`src/rtl/finger_pkg.sv`:
```
// Shared types and constants for the finger scan controller.
package finger_pkg;

  typedef enum logic [2:0] {
    StIdle,
    StSetup,
    StScan,
    StDrain,
    StDone
  } state_e;

  localparam int unsigned NUM_FINGERS = 5;
  localparam int unsigned THUMB       = 0;
  localparam int unsigned INDEX       = 1;
  localparam int unsigned MIDDLE      = 2;
  localparam int unsigned RING        = 3;
  localparam int unsigned PINKY       = 4;

  localparam int unsigned BAND_MUL    = 13;
  localparam int unsigned BAND_SHIFT  = 6;

  // Offset of band edge k from the palm left column: (w*k*13)>>6.
  function automatic logic [8:0] band_off(logic [8:0] w, logic [2:0] k);
    logic [15:0] p;
    p = 16'(w) * 16'(k) * 16'(BAND_MUL);
    return p[BAND_SHIFT +: 9];
  endfunction

endpackage

```
`src/rtl/finger_scan_ctrl_if.sv`:
```
// Palm box, frame-memory read port and finger results of the scan controller.
interface finger_scan_ctrl_if;
  logic       start;
  logic [7:0] palm_width;
  logic [7:0] start_of_palm_r;
  logic [7:0] start_of_palm_c;
  logic [7:0] end_of_palm_r;
  logic [7:0] end_of_palm_c;
  logic       mem_rd_en;
  logic [7:0] mem_rd_row;
  logic [7:0] mem_rd_col;
  logic       mem_rd_data;
  logic       busy;
  logic       done;
  logic       thumb_status;
  logic       index_status;
  logic       middle_status;
  logic       ring_status;
  logic       pinky_status;
  logic [2:0] finger_count;

  modport master (
    output start, palm_width, start_of_palm_r, start_of_palm_c, end_of_palm_r, end_of_palm_c,
    output mem_rd_data,
    input  mem_rd_en, mem_rd_row, mem_rd_col, busy, done,
    input  thumb_status, index_status, middle_status, ring_status, pinky_status, finger_count
  );

  modport slave (
    input  start, palm_width, start_of_palm_r, start_of_palm_c, end_of_palm_r, end_of_palm_c,
    input  mem_rd_data,
    output mem_rd_en, mem_rd_row, mem_rd_col, busy, done,
    output thumb_status, index_status, middle_status, ring_status, pinky_status, finger_count
  );
endinterface

```
`src/rtl/finger_run_detector.sv`:
```
// Finds runs of skin pixels in the scan row and maps qualifying runs to finger bands.
module finger_run_detector
  import finger_pkg::*;
#(
  parameter int unsigned MIN_RUN = 2
) (
  input  logic                   clk,
  input  logic                   rst,
  input  logic                   clear_i,
  input  logic                   pix_vld_i,
  input  logic                   pix_i,
  input  logic [7:0]             pix_col_i,
  input  logic                   close_i,
  input  logic [7:0]             start_c_i,
  input  logic [3:0][8:0]        band_off_i,
  output logic [NUM_FINGERS-1:0] status_o,
  output logic [2:0]             count_o
);

  logic                   in_run_q, in_run_d;
  logic [7:0]             run_start_q, run_start_d;
  logic [7:0]             last_one_q, last_one_d;
  logic [NUM_FINGERS-1:0] status_q, status_d;
  logic [2:0]             count_q, count_d;

  logic                   hit, eff_open, close_now;
  logic [7:0]             eff_start, eff_last;
  logic [8:0]             len, center;
  logic [3:0][8:0]        band_edge;
  logic [NUM_FINGERS-1:0] band_oh;

  always_comb begin
    hit       = pix_vld_i && pix_i;
    eff_open  = in_run_q || hit;
    eff_start = (hit && !in_run_q) ? pix_col_i : run_start_q;
    eff_last  = hit ? pix_col_i : last_one_q;
    // A zero closes an open run; the drain strobe closes one that may include this pixel.
    close_now = (pix_vld_i && !pix_i && in_run_q) || (close_i && eff_open);
    len       = {1'b0, eff_last} - {1'b0, eff_start} + 9'd1;
    center    = {1'b0, eff_start} + {1'b0, len[8:1]};

    for (int k = 0; k < 4; k++) begin
      band_edge[k] = {1'b0, start_c_i} + band_off_i[k];
    end
    band_oh = '0;
    if      (center < band_edge[0]) band_oh[THUMB]  = 1'b1;
    else if (center < band_edge[1]) band_oh[INDEX]  = 1'b1;
    else if (center < band_edge[2]) band_oh[MIDDLE] = 1'b1;
    else if (center < band_edge[3]) band_oh[RING]   = 1'b1;
    else                            band_oh[PINKY]  = 1'b1;

    in_run_d    = in_run_q;
    run_start_d = run_start_q;
    last_one_d  = last_one_q;
    status_d    = status_q;
    count_d     = count_q;

    if (hit) begin
      in_run_d    = 1'b1;
      run_start_d = eff_start;
      last_one_d  = pix_col_i;
    end
    if (close_now) begin
      in_run_d = 1'b0;
      if (len >= 9'(MIN_RUN)) begin
        status_d = status_q | band_oh;
        if (count_q < 3'(NUM_FINGERS)) count_d = count_q + 3'd1;
      end
    end
    if (clear_i) begin
      in_run_d = 1'b0;
      status_d = '0;
      count_d  = '0;
    end
  end

  always_ff @(posedge clk or posedge rst) begin
    if (rst) begin
      in_run_q    <= 1'b0;
      run_start_q <= '0;
      last_one_q  <= '0;
      status_q    <= '0;
      count_q     <= '0;
    end else begin
      in_run_q    <= in_run_d;
      run_start_q <= run_start_d;
      last_one_q  <= last_one_d;
      status_q    <= status_d;
      count_q     <= count_d;
    end
  end

  assign status_o = status_q;
  assign count_o  = count_q;

endmodule

```
`src/rtl/finger_scan_ctrl.sv`:
```
// Walks one row above the palm through frame memory and reports which fingers are raised.
module finger_scan_ctrl
  import finger_pkg::*;
#(
  parameter int unsigned SCAN_OFFSET = 8,
  parameter int unsigned MIN_RUN     = 2
) (
  input  logic               clk,
  input  logic               rst,
  finger_scan_ctrl_if.slave  bus
);

  state_e          state_q, state_d;
  logic [7:0]      pw_q, pw_d, sr_q, sr_d, sc_q, sc_d, er_q, er_d, ec_q, ec_d;
  logic [7:0]      row_q, row_d, col_q, col_d;
  logic [3:0][8:0] off_q, off_d;
  logic            pix_vld_q;
  logic [7:0]      pix_col_q;
  logic [8:0]      w;
  logic [NUM_FINGERS-1:0] status;
  logic [2:0]      count;

  always_comb begin
    state_d = state_q;
    pw_d    = pw_q;
    sr_d    = sr_q;
    sc_d    = sc_q;
    er_d    = er_q;
    ec_d    = ec_q;
    row_d   = row_q;
    col_d   = col_q;
    off_d   = off_q;
    w       = {1'b0, ec_q} - {1'b0, sc_q} + 9'd1;

    unique case (state_q)
      StIdle: begin
        if (bus.start) begin
          pw_d    = bus.palm_width;
          sr_d    = bus.start_of_palm_r;
          sc_d    = bus.start_of_palm_c;
          er_d    = bus.end_of_palm_r;
          ec_d    = bus.end_of_palm_c;
          state_d = StSetup;
        end
      end
      StSetup: begin
        row_d = (sr_q < 8'(SCAN_OFFSET)) ? 8'd0 : sr_q - 8'(SCAN_OFFSET);
        col_d = sc_q;
        for (int k = 0; k < 4; k++) off_d[k] = band_off(w, 3'(k + 1));
        state_d = (pw_q == 8'd0 || ec_q < sc_q) ? StDone : StScan;
      end
      StScan: begin
        col_d = col_q + 8'd1;
        if (col_q == ec_q) state_d = StDrain;
      end
      StDrain: state_d = StDone;
      StDone:  state_d = StIdle;
      default: state_d = StIdle;
    endcase
  end

  always_ff @(posedge clk or posedge rst) begin
    if (rst) begin
      state_q   <= StIdle;
      pw_q      <= '0;
      sr_q      <= '0;
      sc_q      <= '0;
      er_q      <= '0;
      ec_q      <= '0;
      row_q     <= '0;
      col_q     <= '0;
      off_q     <= '0;
      pix_vld_q <= 1'b0;
      pix_col_q <= '0;
    end else begin
      state_q   <= state_d;
      pw_q      <= pw_d;
      sr_q      <= sr_d;
      sc_q      <= sc_d;
      er_q      <= er_d;
      ec_q      <= ec_d;
      row_q     <= row_d;
      col_q     <= col_d;
      off_q     <= off_d;
      // Memory answers one cycle after the strobe, so the sample tracks the issued column.
      pix_vld_q <= (state_q == StScan);
      pix_col_q <= col_q;
    end
  end

  // The bottom row is kept with the box but plays no part in the scan.
  logic unused_end_r;
  assign unused_end_r = ^er_q;

  finger_run_detector #(
    .MIN_RUN (MIN_RUN)
  ) u_det (
    .clk        (clk),
    .rst        (rst),
    .clear_i    (state_q == StSetup),
    .pix_vld_i  (pix_vld_q),
    .pix_i      (bus.mem_rd_data),
    .pix_col_i  (pix_col_q),
    .close_i    (state_q == StDrain),
    .start_c_i  (sc_q),
    .band_off_i (off_q),
    .status_o   (status),
    .count_o    (count)
  );

  assign bus.mem_rd_en     = (state_q == StScan);
  assign bus.mem_rd_row    = row_q;
  assign bus.mem_rd_col    = col_q;
  assign bus.busy          = (state_q != StIdle);
  assign bus.done          = (state_q == StDone);
  assign bus.thumb_status  = status[THUMB];
  assign bus.index_status  = status[INDEX];
  assign bus.middle_status = status[MIDDLE];
  assign bus.ring_status   = status[RING];
  assign bus.pinky_status  = status[PINKY];
  assign bus.finger_count  = count;

endmodule

```
`src/flat_wrapper.sv`:
```
// flat-port wrapper written by rule: the top's interface ports become plain ports
module finger_scan_ctrl_flat import finger_pkg::*;
#(
  parameter int unsigned SCAN_OFFSET = 8,
  parameter int unsigned MIN_RUN     = 2
)
  (clk, rst, bus_start, bus_palm_width, bus_start_of_palm_r, bus_start_of_palm_c, bus_end_of_palm_r, bus_end_of_palm_c, bus_mem_rd_data, bus_mem_rd_en, bus_mem_rd_row, bus_mem_rd_col, bus_busy, bus_done, bus_thumb_status, bus_index_status, bus_middle_status, bus_ring_status, bus_pinky_status, bus_finger_count);
  finger_scan_ctrl_if bus_i ();
  input  logic clk;
  input  logic rst;
  input wire logic [$bits(bus_i.start)-1:0] bus_start;
  input wire logic [$bits(bus_i.palm_width)-1:0] bus_palm_width;
  input wire logic [$bits(bus_i.start_of_palm_r)-1:0] bus_start_of_palm_r;
  input wire logic [$bits(bus_i.start_of_palm_c)-1:0] bus_start_of_palm_c;
  input wire logic [$bits(bus_i.end_of_palm_r)-1:0] bus_end_of_palm_r;
  input wire logic [$bits(bus_i.end_of_palm_c)-1:0] bus_end_of_palm_c;
  input wire logic [$bits(bus_i.mem_rd_data)-1:0] bus_mem_rd_data;
  output wire logic [$bits(bus_i.mem_rd_en)-1:0] bus_mem_rd_en;
  output wire logic [$bits(bus_i.mem_rd_row)-1:0] bus_mem_rd_row;
  output wire logic [$bits(bus_i.mem_rd_col)-1:0] bus_mem_rd_col;
  output wire logic [$bits(bus_i.busy)-1:0] bus_busy;
  output wire logic [$bits(bus_i.done)-1:0] bus_done;
  output wire logic [$bits(bus_i.thumb_status)-1:0] bus_thumb_status;
  output wire logic [$bits(bus_i.index_status)-1:0] bus_index_status;
  output wire logic [$bits(bus_i.middle_status)-1:0] bus_middle_status;
  output wire logic [$bits(bus_i.ring_status)-1:0] bus_ring_status;
  output wire logic [$bits(bus_i.pinky_status)-1:0] bus_pinky_status;
  output wire logic [$bits(bus_i.finger_count)-1:0] bus_finger_count;
  assign bus_i.start = bus_start;
  assign bus_i.palm_width = bus_palm_width;
  assign bus_i.start_of_palm_r = bus_start_of_palm_r;
  assign bus_i.start_of_palm_c = bus_start_of_palm_c;
  assign bus_i.end_of_palm_r = bus_end_of_palm_r;
  assign bus_i.end_of_palm_c = bus_end_of_palm_c;
  assign bus_i.mem_rd_data = bus_mem_rd_data;
  assign bus_mem_rd_en = bus_i.mem_rd_en;
  assign bus_mem_rd_row = bus_i.mem_rd_row;
  assign bus_mem_rd_col = bus_i.mem_rd_col;
  assign bus_busy = bus_i.busy;
  assign bus_done = bus_i.done;
  assign bus_thumb_status = bus_i.thumb_status;
  assign bus_index_status = bus_i.index_status;
  assign bus_middle_status = bus_i.middle_status;
  assign bus_ring_status = bus_i.ring_status;
  assign bus_pinky_status = bus_i.pinky_status;
  assign bus_finger_count = bus_i.finger_count;
  finger_scan_ctrl #(.SCAN_OFFSET(SCAN_OFFSET), .MIN_RUN(MIN_RUN)) u_core (.clk(clk), .rst(rst), .bus(bus_i));
endmodule
```
`config.mk`:
```
export PLATFORM = sky130hd
export DESIGN_NAME = finger_scan_ctrl_flat
export DESIGN_NICKNAME = d
export VERILOG_FILES = /design/src/rtl/finger_pkg.sv /design/src/rtl/finger_scan_ctrl_if.sv /design/src/rtl/finger_run_detector.sv /design/src/rtl/finger_scan_ctrl.sv /design/src/flat_wrapper.sv
export SDC_FILE = /design/constraint.sdc
export NUM_CORES = 1
export LEC_CHECK = 0
export ABC_CLOCK_PERIOD_IN_PS = 6200
export CORE_MARGIN = 2
export CORE_UTILIZATION = 40
export CTS_BUF_LIST = sky130_fd_sc_hd__clkbuf_4
export DETAILED_ROUTE_END_ITERATION = 12
export SKIP_CTS_REPAIR_TIMING = 1
export SYNTH_ARGS = -nofsm -noshare
export SYNTH_HDL_FRONTEND = slang
export SYNTH_SLANG_ARGS = --single-unit
```
`constraint.sdc`:
```
create_clock -name clk -period 6.2 [get_ports clk]
set_clock_uncertainty 0.05 [all_clocks]
set_input_delay 1.24 -clock clk [delete_from_list [all_inputs] [get_ports clk]]
set_output_delay 1.24 -clock clk [all_outputs]
set_load 0.02 [all_outputs]
```
=== Word-level counts from Yosys, hierarchy flattened ===
Cells that the tools add are included.

* Add/sub/neg operators: 12
* Multiply operators: 5
* Magnitude comparators: 8
* Equal/unequal tests: 7
* Muxes and demuxes: 26
* Bitwise logic cells: 1
* Reductions and logical operators: 22

{| class="wikitable"
|+ Operators by type and width
! kind !! number
|-
| multiplier 9 x 4 -> 13 bit, second input constant || 3
|-
| less-than comparator 9 bit || 4
|-
| adder 8 x 9 -> 9 bit || 3
|-
| two-way mux 3 bit || 8
|-
| two-way mux 8 bit || 3
|-
| adder 8 x 8 -> 9 bit || 2
|-
| adder 9 x 1 -> 9 bit, second input constant || 2
|-
| subtractor 8 x 8 -> 9 bit || 2
|-
| case mux 8 bit (2 select lines) || 1
|-
| multiplier 11 x 4 -> 15 bit, second input constant || 1
|-
| two-way mux 5 bit || 3
|-
| case mux 3 bit (4 select lines) || 1
|-
| multiplier 9 x 2 -> 11 bit, second input constant || 1
|-
| greater-or-equal comparator 9 x 2 -> 1 bit, second input constant || 1
|-
| adder 8 x 1 -> 8 bit, second input constant || 1
|-
| equality test 8 bit || 1
|-
| zero test 8 bit || 1
|-
| less-than comparator 8 x 4 -> 1 bit, second input constant || 1
|-
| less-than comparator 8 bit || 1
|-
| two-way mux 1 bit || 8
|-
| nonzero test 2 bit || 4
|-
| subtractor 8 x 4 -> 8 bit, second input constant || 1
|-
| equality test 3 x 2 -> 1 bit, second input constant || 2
|-
| AND reduction 2 bit || 3
|-
| other kinds (15) || 23
|}

* Bits in registers: 120
* Input port bits: 44
* Output and inout port bits: 27
* Word-level logic and storage cells: 99

=== Depth between registers and ports, before layout ===
Gate-level depths: netlist (run 1).

* Word-level depth: 15
* Depth in mapped cells: 27
* Depth with buffers taken out: 27

=== Hierarchy ===
A second synthesis (run 1) with hierarchy kept.

* Cell total of the unflattened synthesis: 986
* Area, all modules: 9410.3 µm²

{| class="wikitable"
|+ By module, submodules not included
! module !! instances !! cells each !! area each (µm²) !! sequential area each (µm²)
|-
| finger_scan_ctrl || 1 || 575 || 5646.7 || 1951.9
|-
| finger_run_detector || 1 || 411 || 3763.6 || 625.6
|}

=== Worst setup path before layout (run 1) ===
No wires, ideal clock.

* Path kind: input -> register
* Start point: input bus_mem_rd_data
* End point: register u_core.u_det.status_q[3] (netlist: u_core.u_det.status_o[3])
* Library setup time: 0.077 ns
* Data arrival time: 5.670 ns
* Required time: 6.073 ns
* Setup slack: 0.403 ns
* Cell stages on the path: 19
* Path buffers: 1
* Cells stage by stage: nand3b_4 > clkbuf_1 > mux2_2 > inv_1 > ha_1 > fa_1 > a21o_1 > a21oi_1 > o21bai_1 > a21oi_1 > xnor2_1 > ha_1 > inv_1 > and3_1 > a221o_1 > or4b_4 > maj3_2 > a221o_1 > o21ai_1

* Cells in the longest elaborated chain, start to end: 15
* Elaborated cells on any way between the ends: 29
* Classes of those cells: 3 x add/sub; 5 x order compare; 9 x mux; 1 x bitwise; 11 x reduce/logical

{| class="wikitable"
|+ Ends and longest elaborated chain
! what !! line !! text
|-
| start: declaration || flat_wrapper.sv:17 || <nowiki>input wire logic [$bits(bus_i.mem_rd_data)-1:0] bus_mem_rd_data;</nowiki>
|-
| logical AND 1 bit * || finger_run_detector.sv:33 || <nowiki>hit = pix_vld_i && pix_i;</nowiki>
|-
| logical AND 1 bit * || finger_run_detector.sv:35 || <nowiki>eff_start = (hit && !in_run_q) ? pix_col_i : run_start_q;</nowiki>
|-
| two-way mux 8 bit * || finger_run_detector.sv:35 ||
|-
| named net u_core.u_det.eff_start[2] || finger_run_detector.sv:27 || <nowiki>logic [7:0] eff_start, eff_last;</nowiki>
|-
| subtractor 8 x 8 -> 9 bit || finger_run_detector.sv:39 || <nowiki>len = {1'b0, eff_last} - {1'b0, eff_start} + 9'd1;</nowiki>
|-
| adder 9 x 1 -> 9 bit || finger_run_detector.sv:39 ||
|-
| adder 8 x 8 -> 9 bit || finger_run_detector.sv:40 || <nowiki>center = {1'b0, eff_start} + {1'b0, len[8:1]};</nowiki>
|-
| less-than comparator 9 bit || finger_run_detector.sv:49 || <nowiki>else if (center < band_edge[3]) band_oh[RING] = 1'b1;</nowiki>
|-
| two-way mux 1 bit || finger_run_detector.sv:49 ||
|-
| two-way mux 2 bit || finger_run_detector.sv:48 || <nowiki>else if (center < band_edge[2]) band_oh[MIDDLE] = 1'b1;</nowiki>
|-
| two-way mux 3 bit || finger_run_detector.sv:47 || <nowiki>else if (center < band_edge[1]) band_oh[INDEX] = 1'b1;</nowiki>
|-
| two-way mux 4 bit || finger_run_detector.sv:46 || <nowiki>if (center < band_edge[0]) band_oh[THUMB] = 1'b1;</nowiki>
|-
| bitwise OR 5 bit || finger_run_detector.sv:66 || <nowiki>status_d = status_q | band_oh;</nowiki>
|-
| two-way mux 5 bit || finger_run_detector.sv:65 || <nowiki>if (len >= 9'(MIN_RUN)) begin</nowiki>
|-
| two-way mux 5 bit || finger_run_detector.sv:63 || <nowiki>if (close_now) begin</nowiki>
|-
| two-way mux 5 bit || finger_run_detector.sv:70 || <nowiki>if (clear_i) begin</nowiki>
|-
| end signal: assignment || finger_run_detector.sv:88 || <nowiki>status_q <= status_d;</nowiki>
|-
| end: declaration || finger_run_detector.sv:23 || <nowiki>logic [NUM_FINGERS-1:0] status_q, status_d;</nowiki>
|}

Mark *: on every way through the listed nets, which the timed path passes. The rest lies on a longest branch. The select of a mux whose other input is x is not followed.
A chain may end at the register's enable or synchronous reset.

=== Worst setup path in the final report (run 1) ===
* Start point: input bus_mem_rd_data
* End point: register u_core.u_det.status_q[1] (netlist: u_core.u_det.status_o[1])

* Cells in the longest elaborated chain, start to end: 13
* Elaborated cells on any way between the ends: 25
* Classes of those cells: 3 x add/sub; 3 x order compare; 7 x mux; 1 x bitwise; 11 x reduce/logical

{| class="wikitable"
|+ Ends and longest elaborated chain
! what !! line
|-
| logical AND 1 bit * || finger_run_detector.sv:33
|-
| logical AND 1 bit * || finger_run_detector.sv:35
|-
| two-way mux 8 bit * || finger_run_detector.sv:35
|-
| named net u_core.u_det.eff_start[1] || finger_run_detector.sv:27
|-
| subtractor 8 x 8 -> 9 bit || finger_run_detector.sv:39
|-
| adder 9 x 1 -> 9 bit || finger_run_detector.sv:39
|-
| adder 8 x 8 -> 9 bit || finger_run_detector.sv:40
|-
| less-than comparator 9 bit || finger_run_detector.sv:47
|-
| two-way mux 1 bit || finger_run_detector.sv:47
|-
| two-way mux 4 bit || finger_run_detector.sv:46
|-
| bitwise OR 5 bit || finger_run_detector.sv:66
|-
| two-way mux 5 bit || finger_run_detector.sv:65
|-
| two-way mux 5 bit || finger_run_detector.sv:63
|-
| two-way mux 5 bit || finger_run_detector.sv:70
|}

Marks and branches as above.

==> impl_metrics.toml, run 1 <==
[die]
die_y_um = 152
die-area_mm2 = 0.0230
initial_utilization_pct = 41.0
io_pins = 71
core.rowCount = 53
core_mm2 = 0.0212
die_width_um = 152

[logic_synthesis]
ys.flop_type = "dfrtp_1"
synth_cells = 906
synth_top_area_share_pct = 29.6
synth_edf_count = 0
synth_area_leaders = "dfrtp_1 30%, ha_1 21%, fa_1 6.9%"
synthTopCellsByCount = "143 x ha_1, 103 x dfrtp_1, 101 x inv_1, 72 x a21oi_1, 72 x nand2_1"
synthDistinctLibCells = 51
muxShareOfSynthArea_pct = 5.18
synth_top_family_by_area = "adder cells"
yosysTopAreaCell = "dfrtp_1"
synth_seq_area_share_pct = 29.6
synthAdderAreaFrac_pct = 27.6
synth_simple_gate_area_share_pct = 9.68
synth_most_common_cell = "ha_1"
synth_warnings = 0
syn_avg_cell_area_um2 = 9.61
synth_area_mm2 = 0.00870
synth-compound-area-share_pct = 15.4
ys_seq_elements = 103
synthXorXnorAreaFrac_pct = 7.45
synth_nets = 1123
synth-async-reset-ratio_pct = 100

[finish]
fillCellCount = 2036
fin_area_mm2 = 0.0100
area_delta_synth_final_pct = 15.4
drive_gt1_share_pct = 9.74
nNetsFinal = 1208

[outcome]
outcome = "finished, final reports clean"

[clock_network]
cts_tree = "yes"
clockRootBuffer = "clkbuf_4"
h-tree-depth = 3
cts_sinks = 103
cts_buffers = 9
clock_latency_ns = 0.50
cts_max_path_buffers = 2
clk_pin_slew_worst_paths_ns = 0.20

[timing]
worstMarginPinSlew_ns = 0.980
final_hold_viol_count = 0
slew_viol_final = 0
fin_ws_ns = 0.404
setup_violations = 0
holdWs_ns = 0.450
maxSlewHeadroom_pct = 34.5
period_needed_ns = 5.80
finalCritPeriodShare_pct = 93.5
fmax_mhz = 173

[worst_setup_path]
cp_max_fo = 4
critPathRequiredTime_ns = 6.59
start_kind = "input pin"
endpoint_kind = "flop"
criticalPathCategory = "in2reg"
arrival_ns = 6.18

[routing]
ant_nets = 0
drt_iter0_drc = 225
wirelength_mm = 19.3
via_count = 6473
vias_per_cell = 5.09
dr.pass1.iters = 5
drc_errors = 0
wire_per_inst_um = 15.2

[global_route]
grt_pass1_wl_mm = 32.3
grt_overflow = 0
grt_start_max_net_pins = 60
grt_antenna_before_repair = 1
grt_pass1_vias = 6503
gr-usage-all-layers_pct = 18.0

[min_path]
hold_class = "reg2reg"

[placed_design]
dp_hpwl_mm = 15.5
io_buffer_count = 62
place_congestion = 0.836
post-place-ws_ns = -0.116
placedInstanceArea_mm2 = 0.00983

[run]
maxCapViolations = 0
worst max-delay path, cell delays in order:
cell,delay [ns]
clkdlybuf4s50_1,0.48
nand3b_4,0.12
mux2_2,0.36
ha_1,0.28
inv_1,0.04
ha_1,0.21
fa_1,0.39
buf_4,0.15
xor2_1,0.18
ha_1,0.30
a21oi_1,0.21
nor2b_1,0.07
o22ai_1,0.13
nand2_1,0.10
xor2_1,0.44
ha_1,0.34
a21oi_1,0.12
o21ai_0,0.14
o2111ai_1,0.21
nand3_1,0.17
or3b_1,0.37
a21oi_1,0.15
cells in the final DEF (no fill, tap or decap), drive strengths merged, types with 33 or more instances in the layout:
| master | instances |
|---|---|
| a21oi | 72 |
| mux2 | 37 |
| ha | 143 |
| xnor2 | 41 |
| nor2 | 35 |
| xor2 | 33 |
| clkdlybuf4s50 | 62 |
| nand2 | 72 |
| dfrtp | 103 |
| o21ai | 66 |
| inv | 105 |
metrics by stage:
stage	setup TNS (ns)	utilization, %	cells
2_1_floorplan	0	-	906
3_3_place_gp	-0.0810	46.3	1255
3_5_place_dp	-0.245	46.3	1255
4_1_cts	0	47.1	1271
5_1_grt	-0.0170	47.3	1272
6_report	0	47.3	1272
flip-flops by register name, indices dropped and copies added, names as in the netlist:
name	cells
u_core.bus.mem_rd_col	8
u_core.bus.mem_rd_row	8
u_core.ec_q	8
u_core.off_q	18
u_core.pix_col_q	8
u_core.pix_vld_q	1
u_core.pw_q	8
u_core.sc_q	8
u_core.sr_q	8
u_core.state_q	3
u_core.u_det.count_o	3
u_core.u_det.in_run_q	1
u_core.u_det.last_one_q	8
u_core.u_det.run_start_q	8
u_core.u_det.status_o	5
cell type report:
type | count | area, um^2 | area share, %
Timing Repair Buffer | 90 | 831 | 8.27
Sequential cell | 103 | 2580 | 25.7
Tap cell | 275 | 344 | 3.43
Inverter | 101 | 382 | 3.80
Clock buffer | 9 | 67.6 | 0.673
Clock inverter | 7 | 97.6 | 0.972
Antenna cell | 1 | 2.50 | 0.0249
Multi-Input combinational cell | 686 | 5740 | 57.2
cell families after synthesis:
group,count (synthesis)
AOI/OAI and AO/OA,222
DFF,103
xor gates and xnor gates,74
buffers and inverters,117
adders and majority gates,174
and+or+nand+nor,176
muxes,40
layer usage:
metal	vias to the layer above	share of wire, %	global-route usage, %
met5	-	0	0
met4	0	1.7	5.00
met3	24	2.8	3.08
met2	72	48	30.3
met1	3058	47	23.8
li1	3319	-	-
final timing paths:
check                                      from                     endpoint  slack [ns]  depth (start not counted)
min in group asynchronous                   rst  u_core.u_det.run_start_q[5]        1.15                          2
worst max register to register   u_core.sc_q[2]             u_core.off_q[25]        0.45                         23
worst min register to register   u_core.sr_q[3]     u_core.bus.mem_rd_row[3]        0.45                          1
max in group asynchronous                   rst     u_core.bus.mem_rd_row[6]        3.88                          3
worst max-delay path            bus_mem_rd_data     u_core.u_det.status_o[1]        0.40                         22
worst min-delay path             u_core.sr_q[3]     u_core.bus.mem_rd_row[3]        0.45                          1
Power of run 1 is left out: the tool's default activity adds up to more than one toggle a clock period on the data nets, which glitch-free logic cannot reach.
==> run 2: changes to the inputs <==
--- a/config.mk
+++ b/config.mk
@@ -7,10 +7,11 @@
 export LEC_CHECK = 0
 export ABC_CLOCK_PERIOD_IN_PS = 6200
 export CORE_MARGIN = 2
-export CORE_UTILIZATION = 40
+export CORE_UTILIZATION = 44
 export CTS_BUF_LIST = sky130_fd_sc_hd__clkbuf_4
 export DETAILED_ROUTE_END_ITERATION = 12
 export SKIP_CTS_REPAIR_TIMING = 1
+export SLEW_MARGIN = 10
 export SYNTH_ARGS = -nofsm -noshare
 export SYNTH_HDL_FRONTEND = slang
 export SYNTH_SLANG_ARGS = --single-unit
==> run 2 against run 1 <==
Maximum frequency grew 0.19%. Critical path depth shrank 3. Worst hold slack gained 0.0063 ns. Final cell count is essentially flat. Setup slack gained 0.011 ns. Utilization grew 4.3 points. Non-clock buffer count grew 10.
==> impl_metrics.toml, run 2 (synthesis gave the netlist of run 1 again) <==
[timing]
worstMarginPinSlew_ns = 0.826
maxSlewHeadroom_pct = 45.0
final_hold_viol_count = 0
fmax_mhz = 173
rsz0062_at_grt = "false"
finalCritPeriodShare_pct = 93.3
period_needed_ns = 5.79
setup_violations = 0
slew_viol_final = 0

[clock_network]
cts_sinks = 103
clockRootBuffer = "clkbuf_4"
clk_pin_slew_worst_paths_ns = 0.20
cts_tree = "yes"
cts_max_path_buffers = 2
clock_latency_ns = 0.49
cts_buffers = 9
h-tree-depth = 3

[global_route]
top_usage_layer = "met2"
use_met1_pct = 25.4
gr-usage-all-layers_pct = 19.3
grt_pass1_vias = 6282
grt_antenna_before_repair = 1
grt_start_max_net_pins = 66
grt_util_met2_pct = 33.0
met3_usage_pct = 3.08
grt_pass1_wl_mm = 31.2
grt_overflow = 0

[worst_setup_path]
crit_start = "bus_mem_rd_data"
r2r-end = "u_core.off_q[25]"
regToRegSetupSlack_ns = 0.59
start_kind = "input pin"
rr_worst_depth = 22
cp_max_fo = 5
criticalPathCategory = "in2reg"
path_delay_family = "adder cells"
r2r_start = "u_core.ec_q[1]"
critPathRequiredTime_ns = 6.59
cp.depth = 19
cp-endpoint = "u_core.u_det.status_o[3]"
cp_common_cell = "ha_1"
path_cells = "clkdlybuf4s50_1 > nand2_1 > mux2_2 > ha_1 > ha_1 > fa_1 > a21o_1 > a21oi_1 > o21bai_1 > a21oi_1 > xnor2_1 > ha_1 > inv_1 > and3_1 > a221o_1 > or4b_4 > maj3_2 > a221o_1 > o21ai_1"
cp.buffers_inverters = 2
endpoint_kind = "flop"
cp_slowest_cell = "or4b_4"
arrival_ns = 6.18
critical_path.max_stage_delay_ns = 0.58

[die]
initial_utilization_pct = 44.7
io_pins = 71
die-area_mm2 = 0.0209
die_y_um = 145
core.rowCount = 51
die_width_um = 145
core_mm2 = 0.0195

[finish]
multi_input_area_mm2 = 0.00571
top_register = "u_core.off_q"
nNetsFinal = 1218
largest_register_ffs = 18
area_delta_synth_final_pct = 15.5
fillCellCount = 1807
mostFrequentLayoutCell = "ha_1"
seq_area_mm2 = 0.00258
fin_util_pct = 51.6
final_cell_mix = "143 x ha_1, 103 x dfrtp_1, 100 x inv_1, 72 x nand2_1, 72 x a21oi_1"
drive_gt1_share_pct = 10.0

[routing]
vias_per_cell = 5.09
wirelength_mm = 19.1
ant_nets = 0
drc_errors = 0
via_count = 6476
dr.pass1.iters = 4
drt_iter0_drc = 216
wire_per_inst_um = 15.0

[min_path]
hold_depth = 1
hold_class = "reg2reg"

[outcome]
outcome = "finished, final reports clean"

[run]
maxCapViolations = 0

[placed_design]
place_congestion = 0.794
io_buffer_count = 62
dp_hpwl_mm = 15.3
==> run 2: worst min path at each step <==
stage / startpoint / end
finish: u_core.sr_q[3] / u_core.bus.mem_rd_row[3]
global route: u_core.sr_q[1] / u_core.bus.mem_rd_row[1]
CTS: u_core.bus.mem_rd_row[4] / u_core.bus.mem_rd_row[4]
detailed placement: u_core.bus.mem_rd_row[4] / u_core.bus.mem_rd_row[4]
global placement: u_core.bus.mem_rd_row[7] / u_core.bus.mem_rd_row[7]
floorplan: u_core.off_q[27] / u_core.off_q[27]
==> run 2: per-layer routing <==
layer  routed length, um  vias up
met5                   0        -
met4                 339        0
met3                 502       14
met2                9350       75
met1                8920     3045
li1                    -     3342
==> run 2: per-stage QoR <==
stage          setup slack (ns)  cell area (um^2)  TNS, ns  hold slack, ns  cells
3_3_place_gp            -0.0159              9880  -0.0159           0.420   1254
5_1_grt                  0.0384             10000        0           0.488   1273
4_1_cts                   0.389             10000        0           0.465   1270
2_1_floorplan             0.403              8700        0           0.402    906
6_report                  0.415             10000        0           0.456   1273
3_5_place_dp             -0.103              9880   -0.275           0.423   1254
==> run 2: cell type report <==
type / count / area share, %
multi-input cells: 686 / 56.8
well taps: 265 / 3.30
diodes: 2 / 0.0498
clock buffers: 9 / 0.672
clock inverters: 7 / 0.722
inverters: 101 / 3.80
repair buffers: 100 / 9.01
flip-flops and latches: 103 / 25.6
==> run 2: worst reg2reg max path: cells and delay by family (launching register included) <==
family                     cells  cell delay, ns
AOI/OAI and AO/OA              8            1.73
xor gates and xnor gates       3            0.76
adders and majority gates      6            2.10
buffers and inverters          5            0.39
DFF                            1            0.45
Power of run 2 is left out for the same reason.
==> run 3: changes to the inputs <==
--- a/config.mk
+++ b/config.mk
@@ -6,10 +6,11 @@
 export NUM_CORES = 1
 export LEC_CHECK = 0
 export ABC_CLOCK_PERIOD_IN_PS = 6200
-export CORE_MARGIN = 2
+export CORE_MARGIN = 1
 export CORE_UTILIZATION = 44
 export CTS_BUF_LIST = sky130_fd_sc_hd__clkbuf_4
 export DETAILED_ROUTE_END_ITERATION = 12
+export PLACE_DENSITY = 0.59
 export SKIP_CTS_REPAIR_TIMING = 1
 export SLEW_MARGIN = 10
 export SYNTH_ARGS = -nofsm -noshare
==> run 3 against run 2 <==
Utilization up 0.31 points. Maximum frequency down 0.25%. Design area up 0.26%. Sequential share of layout area down 0.067 points. Critical path depth up 1. Count of clock-buffer cells in the layout unchanged.
==> impl_metrics.toml, run 3 (synthesis gave the netlist of run 1 again) <==
[outcome]
outcome = "finished, final reports clean"

[worst_setup_path]
path_delay_family = "adder cells"
cp.buffers_inverters = 3
r2r_start = "u_core.ec_q[1]"
cp.depth = 20
cp_slowest_cell = "or4b_4"
arrival_ns = 6.14
rr_worst_depth = 24
criticalPathCategory = "in2reg"
endpoint_kind = "flop"
cp-endpoint = "u_core.u_det.status_o[4]"
start_kind = "input pin"
r2r-end = "u_core.off_q[25]"
cp_max_fo = 5
path_cells = "clkdlybuf4s50_1 > nand3b_4 > mux2_2 > ha_1 > inv_1 > ha_1 > fa_1 > a21o_1 > a21oi_1 > o21bai_1 > a21oi_1 > xnor2_1 > ha_1 > inv_1 > and3_1 > a221o_1 > or4b_4 > maj3_2 > a221oi_1 > o21ai_0"
critPathRequiredTime_ns = 6.54
regToRegSetupSlack_ns = 0.42
cp_common_cell = "ha_1"
crit_start = "bus_mem_rd_data"
critical_path.max_stage_delay_ns = 0.58

[finish]
fillCellCount = 1860
drive_gt1_share_pct = 10.2
final_cell_mix = "143 x ha_1, 103 x dfrtp_1, 100 x inv_1, 72 x nand2_1, 72 x a21oi_1"
mostFrequentLayoutCell = "ha_1"
area_delta_synth_final_pct = 15.8
top_register = "u_core.off_q"
final_cells = 1270
largest_register_ffs = 18
nNetsFinal = 1216

[routing]
via_count = 6418
dr.pass1.iters = 4
vias_per_cell = 5.05
routed-wl-met2_mm = 8.65
met1_length_mm = 9.38
wire_per_inst_um = 14.7
highest_layer = "met4"
route.met3.wl_um = 486
ant_nets = 0
wirelength_mm = 18.7
drc_errors = 0
drt_iter0_drc = 279

[die]
die_width_um = 143
core_mm2 = 0.0194
core.rowCount = 51
initial_utilization_pct = 44.9
io_pins = 71
die-area_mm2 = 0.0203
die_y_um = 143

[timing]
period_needed_ns = 5.80
slew_viol_final = 0
finalCritPeriodShare_pct = 93.6
setup_violations = 0
maxSlewHeadroom_pct = 33.6
worstMarginPinSlew_ns = 0.993
holdWs_ns = 0.462
final_hold_viol_count = 0
fmax_mhz = 172

[clock_network]
cts_tree = "yes"
cts_max_path_buffers = 2
cts_buffers = 9
clock_latency_ns = 0.50
clk_pin_slew_worst_paths_ns = 0.18
cts_sinks = 103
clockRootBuffer = "clkbuf_4"
h-tree-depth = 3

[global_route]
grt_start_max_net_pins = 74
grt_pass1_wl_mm = 31.3
grt_pass1_vias = 6251
grt_overflow = 0
gr-usage-all-layers_pct = 19.9
grt_antenna_before_repair = 1

[placed_design]
dp_hpwl_mm = 15.1
dp.cells = 1252
place_congestion = 0.798
io_buffer_count = 62

[min_path]
hold_depth = 2
hold_class = "reg2reg"

[run]
maxCapViolations = 0
[run 3: cell type report]
| cell class | instances | area, um^2 | share of cell area [%] |
|---|---|---|---|
| multi-input cells | 686 | 5730 | 56.9 |
| inverters | 101 | 382 | 3.79 |
| repair buffers | 98 | 891 | 8.84 |
| well taps | 265 | 332 | 3.29 |
| flip-flops and latches | 103 | 2580 | 25.6 |
| clock buffers | 9 | 67.6 | 0.671 |
| diodes | 1 | 2.50 | 0.0248 |
| clock inverters | 7 | 93.8 | 0.931 |
[run 3: layer usage]
metal | vias up | track usage [%]
met5 | - | 0
met4 | 0 | 4.02
met3 | 11 | 3.29
met2 | 71 | 32.6
met1 | 3004 | 27.5
li1 | 3332 | -
[run 3: worst min path at each step]
stage	startpoint	end	slack (ns)
after floorplan	u_core.off_q[27]	u_core.off_q[27]	0.40
after global placement	u_core.bus.mem_rd_row[6]	u_core.bus.mem_rd_row[6]	0.42
after detailed placement	u_core.sr_q[2]	u_core.bus.mem_rd_row[2]	0.43
after CTS	u_core.bus.mem_rd_row[5]	u_core.bus.mem_rd_row[5]	0.47
after global routing	u_core.sr_q[2]	u_core.bus.mem_rd_row[2]	0.49
final	u_core.bus.mem_rd_row[5]	u_core.bus.mem_rd_row[5]	0.46
[run 3: per-stage QoR]
stage	area [um^2]	utilization, %	setup TNS (ns)	worst slack [ns]
final	10100	51.9	0	0.400
after global routing	10100	51.9	-0.0141	-0.0141
after CTS	10000	51.7	0	0.395
after detailed placement	9870	50.9	-0.275	-0.135
after global placement	9870	50.9	-0.0894	-0.0466
after floorplan	8700	-	0	0.403
[run 3: worst reg2reg max path, delay by kind of cell, from the launching register on]
| family | cells | cell delay (ns) |
|---|---|---|
| buffers and inverters | 6 | 0.48 |
| adder cells (fa/ha/maj) | 6 | 2.08 |
| flip-flops | 1 | 0.44 |
| XOR/XNOR | 3 | 0.66 |
| AO/OA/AOI/OAI | 9 | 1.96 |
Power of run 3 is left out for the same reason.
